--- config.mk ---
export PLATFORM = sky130hd
export DESIGN_NAME = ram_port_arbiter
export DESIGN_NICKNAME = d
export VERILOG_FILES = /design/src/rtl/ram_port_arbiter.sv
export SDC_FILE = /design/constraint.sdc
export NUM_CORES = 1
export LEC_CHECK = 0
export ABC_CLOCK_PERIOD_IN_PS = 6600
export CAP_MARGIN = 20
export CORE_AREA = 2 2 125 127
export CTS_BUF_LIST = sky130_fd_sc_hd__clkbuf_2
export CTS_CLUSTER_SIZE = 24
export DETAILED_ROUTE_END_ITERATION = 10
export DIE_AREA = 0 0 127 129
export GPL_TIMING_DRIVEN = 0
export PLACE_DENSITY = 0.76
export SETUP_SLACK_MARGIN = 0.02
export SLEW_MARGIN = 20
export SYNTH_ARGS = -nofsm -noshare
export SYNTH_HDL_FRONTEND = slang
export SYNTH_SLANG_ARGS = --single-unit
export TNS_END_PERCENT = 1
--- constraint.sdc ---
create_clock -name clk -period 6.6 [get_ports clk]
set_input_delay 1.65 -clock clk [delete_from_list [all_inputs] [get_ports clk]]
set_output_delay 1.65 -clock clk [all_outputs]
set_load 0.02 [all_outputs]
--- src/rtl/ram_port_arbiter.sv ---
// rtl/ram_port_arbiter.sv - two-port arbiter in front of a single synchronous-read data RAM port
// Port A is the core data interface, port B the debug/DMA loader; responses return one cycle after grant.
module ram_port_arbiter #(
  parameter int ADDR_W     = 32,
  parameter int DATA_W     = 32,
  parameter int SEL_W      = 4,
  parameter int FIXED_PRIO = 0,
  parameter int MAX_WAIT   = 4
) (
  input  logic              clk,
  input  logic              rst,
  input  logic              a_req,
  input  logic [SEL_W-1:0]  a_we,
  input  logic [ADDR_W-1:0] a_addr,
  input  logic [DATA_W-1:0] a_wdata,
  output logic              a_gnt,
  output logic              a_rvalid,
  output logic [DATA_W-1:0] a_rdata,
  input  logic              b_req,
  input  logic [SEL_W-1:0]  b_we,
  input  logic [ADDR_W-1:0] b_addr,
  input  logic [DATA_W-1:0] b_wdata,
  output logic              b_gnt,
  output logic              b_rvalid,
  output logic [DATA_W-1:0] b_rdata,
  output logic              ram_en,
  output logic [SEL_W-1:0]  ram_write_en,
  output logic [ADDR_W-1:0] ram_addr,
  output logic [DATA_W-1:0] ram_write_data,
  input  logic [DATA_W-1:0] ram_read_data,
  output logic [15:0]       conflict_cnt
);

  typedef enum logic {OWN_A = 1'b0, OWN_B = 1'b1} owner_t;

  owner_t            last_grant;
  owner_t            resp_owner;
  logic              resp_valid;
  logic              resp_read;
  logic [3:0]        wait_cnt;
  logic [DATA_W-1:0] a_rdata_q;
  logic [DATA_W-1:0] b_rdata_q;
  logic [15:0]       conflict_q;
  logic              pick_b;

  // Contention tie-break: round-robin, or A-first with a starvation release for B.
  always_comb begin
    pick_b = 1'b0;
    if (FIXED_PRIO != 0) begin
      pick_b = (wait_cnt == 4'(MAX_WAIT));
    end else begin
      pick_b = (last_grant == OWN_A);
    end
  end

  assign a_gnt = !rst && a_req && (!b_req || !pick_b);
  assign b_gnt = !rst && b_req && (!a_req || pick_b);

  assign ram_en = a_gnt | b_gnt;

  always_comb begin
    ram_write_en   = '0;
    ram_addr       = '0;
    ram_write_data = '0;
    if (a_gnt) begin
      ram_write_en   = a_we;
      ram_addr       = a_addr;
      ram_write_data = a_wdata;
    end else if (b_gnt) begin
      ram_write_en   = b_we;
      ram_addr       = b_addr;
      ram_write_data = b_wdata;
    end
  end

  always_ff @(posedge clk or posedge rst) begin
    if (rst) begin
      last_grant <= OWN_B;
      wait_cnt   <= 4'd0;
      resp_valid <= 1'b0;
      resp_owner <= OWN_A;
      resp_read  <= 1'b0;
      a_rdata_q  <= '0;
      b_rdata_q  <= '0;
      conflict_q <= 16'd0;
    end else begin
      if (a_gnt) begin
        last_grant <= OWN_A;
      end else if (b_gnt) begin
        last_grant <= OWN_B;
      end

      if (b_gnt) begin
        wait_cnt <= 4'd0;
      end else if (b_req && wait_cnt != 4'hF) begin
        wait_cnt <= wait_cnt + 4'd1;
      end

      resp_valid <= a_gnt | b_gnt;
      resp_owner <= b_gnt ? OWN_B : OWN_A;
      resp_read  <= (ram_write_en == '0);

      // Read data arrives during the response cycle; keep it so write acks leave rdata unchanged.
      if (a_rvalid && resp_read) begin
        a_rdata_q <= ram_read_data;
      end
      if (b_rvalid && resp_read) begin
        b_rdata_q <= ram_read_data;
      end

      if (a_req && b_req && conflict_q != 16'hFFFF) begin
        conflict_q <= conflict_q + 16'd1;
      end
    end
  end

  assign a_rvalid     = resp_valid && (resp_owner == OWN_A);
  assign b_rvalid     = resp_valid && (resp_owner == OWN_B);
  assign a_rdata      = (a_rvalid && resp_read) ? ram_read_data : a_rdata_q;
  assign b_rdata      = (b_rvalid && resp_read) ? ram_read_data : b_rdata_q;
  assign conflict_cnt = conflict_q;

endmodule

# After elaboration in Yosys (flattened, before gate mapping)
# Index checks and enable logic that the tools add are counted.
[totals]
reg_bits = 84
input_bits = 172
out_inout_bits = 153
word_cells = 40
[classes]
n_addsub = 1
n_eq_ne = 1
n_mux = 11
bitwise_logic = 3
n_reduce_logical = 17
[op_table]
columns = ["op", "count"]
rows = [
  ["$mux W32", 6],
  ["$add A16 B1 Y16 const B", 1],
  ["$ne A16 B16 Y1 const B", 1],
  ["$logic_and A1 B1 Y1", 10],
  ["$mux W4", 2],
  ["$logic_not A4 Y1", 1],
  ["$logic_not A1 Y1", 3],
  ["$mux W1", 3],
  ["$logic_or A1 B1 Y1", 2],
  ["$not A1 Y1", 2],
  ["$reduce_bool A2 Y1", 1],
  ["$or A1 B1 Y1", 1],
]

# Logic depth before layout (Yosys ltp)
[depth]
depth_word = 6
depth_mapped = 6
depth_no_buf = 5

# Least setup slack after synthesis
# OpenSTA, ideal clock, no wires.
[synth_path]
kind = "in2out"
start = "input rst"
end = "output ram_addr[24]"
t_arrival_ns = 4.734
slack_ns = 0.216
stages = 6
path_buffers = 3
cell_sequence = "inv_1 > o211a_1 > clkbuf_1 > buf_2 > buf_1 > a22o_1"
[synth_between]
elab_chain_len = 5
elab_cells_between_ends = 7
[synth_lines]
columns = ["item", "line", "source"]
rows = [
  ["from (decl)", "11", "input logic rst,"],
  ["$logic_not A1 Y1 (no source line) (*)", "n/a", ""],
  ["$logic_and A1 B1 Y1 (2 in a row)", "57", "assign b_gnt = !rst && b_req && (!a_req || pick_b);"],
  ["$mux W32", "69", "end else if (b_gnt) begin"],
  ["$mux W32 (*)", "65", "if (a_gnt) begin"],
  ["to (decl)", "28", "output logic [ADDR_W-1:0] ram_addr,"],
]
# Every way passes the cells marked *; elsewhere a longest branch is shown, timed or not.

# Worst setup path in the final report
# Same ends and word-level chain as after synthesis.

==> run_results.csv <==
group,metric,value,unit
routing,final_antenna_net_count,0,
placement,place_inst,821,
placement,place_congestion,0.920,
clocking,clk_pin_slew,0.25,ns
global_route,grt_max_degree,50,
global_route,grt_pass1_vias,4247,
power_and_ir_drop,ir_drop,104,uV
cells_and_area,instances_no_fill,837,
routing,drt_iter0_markers,115,
placement,pre_cts_slack,0.333,ns
setup_path,criticalPathCategory,"in2out",
setup_path,worstPathRequired,4.95,ns
sta,fin_crit,6.23,ns
synthesis,ys_ff_latch,84,
routing,top_layer,"met4",
routing,dr_wl_met3,1.30,mm
floorplan,io_pins,325,
routing,met1_length,5.70,mm
placement,portBuffers,324,
power_and_ir_drop,leakagePower,0.00304,uW
routing,vias,3968,
synthesis,syn_area_per_cell,12.9,um^2
clocking,cts_tree,"yes",
routing,viasPerCell,4.74,
clocking,htreeDepth,3,
global_route,grt_usage,0.192,
synthesis,ys.flop_type,"dfrtp_1",
cells_and_area,most-common-layout-cells,"324 x clkdlybuf4s50_1, 83 x dfrtp_1, 68 x a22o_1",
floorplan,initial_utilization,0.266,
synthesis,syn_nets,481,
synthesis,ys_async_sr_fraction,1.00,
sta,setup_viol,0,
clocking,cts.path.max_buffers,2,
min_path,hp-class,"reg2reg",
routing,avgRoutedWirePerCell,19.6,um
synthesis,yosysWarnings,0,
synthesis,synth.distinct_cells,36,
clocking,cts_sinks,84,
sta,hold_viol,0,
sta,slew_viol_final,0,
outcome,status,"complete, no violations",
cells_and_area,nNetsFinal,817,
setup_path,cp_max_fo,37,
cells_and_area,area_growth,90.2,%
power_and_ir_drop,power.total,2180,uW
cells_and_area,drive_above_1_share,0.142,
cells_and_area,final_common_cell,"clkdlybuf4s50_1",
floorplan,coreArea,0.0150,mm^2
global_route,grt_pass1_wl,24.0,mm
placement,dp_hpwl,13.9,mm
setup_path,endpoint_kind,"primary output",
synthesis,syn_area,0.00399,mm^2
flow_run,cap_viol_max_count,0,
routing,wl_met2,9.03,mm
sta,fin_skew,0.0483,ns
power_and_ir_drop,power.density,288,mW/mm^2
clocking,hold_buffers,0,
clocking,clockRootBuffer,"clkbuf_2",
synthesis,synth_edf_count,0,
sta,layout_setup_ws,0.373,ns
clocking,postCtsResizedCells,0,
sta,worst_slew_pin_slew,0.617,ns
floorplan,die-area,0.0164,mm^2
global_route,overflow,0,
clocking,cts_buffers,9,
routing,drt_first_pass_iters,4,
global_route,grt_antenna_before_repair,1,
routing,drc_errors,0,
setup_path,cp-start-kind,"primary input",
synthesis,syn_inst,308,
sta,rsz0062_at_grt,"false",
clocking,post-cts-setup-buffers,0,
sta,max_slew_margin,0.589,
floorplan,die_w,127,um
setup_path,crit_arrival,4.58,ns
floorplan,rows,45,
synthesis,ys_seq_area_frac,0.528,
routing,drt-total-wl,16.4,mm
sta,fin_crit_sh,0.943,
clocking,clk_latency,0.53,ns
sta,fmax,161,MHz
floorplan,chipHeight,129,um
area by class of cell:
class / count / area, um^2
fill: 1299 / 7390
timing repair buffer: 325 / 3270
sequential: 84 / 2100
multi-input combinational: 199 / 1780
tap: 188 / 235
buffer: 22 / 95.1
clock buffer: 9 / 45.0
clock inverter: 6 / 41.3
inverter: 3 / 13.8
antenna: 1 / 2.50
worst paths after layout:
check                                startpoint              end  slack, ns  cells after the start
worst min-delay path                 last_grant       last_grant       0.51                      2
worst max register to register  conflict_cnt[0]  conflict_cnt[1]       4.61                      6
max in group asynchronous                   rst    b_rdata_q[12]       4.39                      3
min in group asynchronous                   rst        resp_read       1.56                      2
worst max-delay path                        rst     ram_addr[24]       0.37                      8
worst min register to register       last_grant       last_grant       0.51                      2
synth_stat cells (2+ instances only):
master	n	area, um^2
nand4_1	6	37.5
nor3_1	7	35.0
clkbuf_1	11	41.3
nand3b_1	2	15.0
o21ai_0	2	10.0
nand2_1	7	26.3
buf_2	4	20.0
nand4_2	2	25.0
nand3_1	7	35.0
buf_1	6	22.5
dfrtp_1	83	2080
nor2_1	3	11.3
a22o_1	68	596
mux2_2	64	721
xnor2_1	9	78.8
xor2_1	5	43.8
nor3b_1	2	15.0
inv_1	2	7.51
report_power, final:
part	switching (uW)	internal, uW	leakage, uW
sequential	68.8	695	0.00100
clock	175	47.8	0.0000534
combinational	568	629	0.00199
total	811	1370	0.00304
per-stage QoR:
step | utilization | hold slack, ns | instance area (um^2) | setup TNS (ns)
2_1_floorplan | - | 0.469 | 3990 | 0
6_report | 0.506 | 0.512 | 7580 | 0
3_5_place_dp | 0.500 | 0.481 | 7490 | 0
5_1_grt | 0.506 | 0.522 | 7580 | 0
3_3_place_gp | 0.498 | 0.477 | 7460 | -99.43
4_1_cts | 0.506 | 0.510 | 7580 | 0
routing by layer:
metal  up-vias  track usage
li1       1844            -
met2       183        0.369
met1      1920        0.198
met5         -            0
met4         0       0.0640
met3        21       0.0586
registers in the layout, summed over array words and instances, names as in the netlist:
signal,cells
a_rdata_q,32
last_grant,1
resp_read,1
conflict_cnt,16
resp_owner,1
resp_valid,1
b_rdata_q,32
kinds of logic (layout without fill, tap and decap cells):
logic type                 Yosys count  after routing  share of synthesized area
other                                0              1                          0
AOI/OAI and AO/OA                   74             74                      0.161
buffers and inverters               25            365                     0.0267
DFF                                 84             84                      0.528
adders and majority gates            1              1                    0.00314
muxes                               65             65                      0.185
xor gates and xnor gates            14             14                     0.0308
and+or+nand+nor                     45             45                     0.0665
critical path, cell delays in order:
cell and delay (ns):
clkdlybuf4s50_1 0.52, inv_4 0.42, o211a_1 0.23, clkbuf_1 0.26, buf_2 0.30, buf_1 0.36
a22o_1 0.19, clkdlybuf4s50_1 0.64
Power figures use the tool's default switching activity.
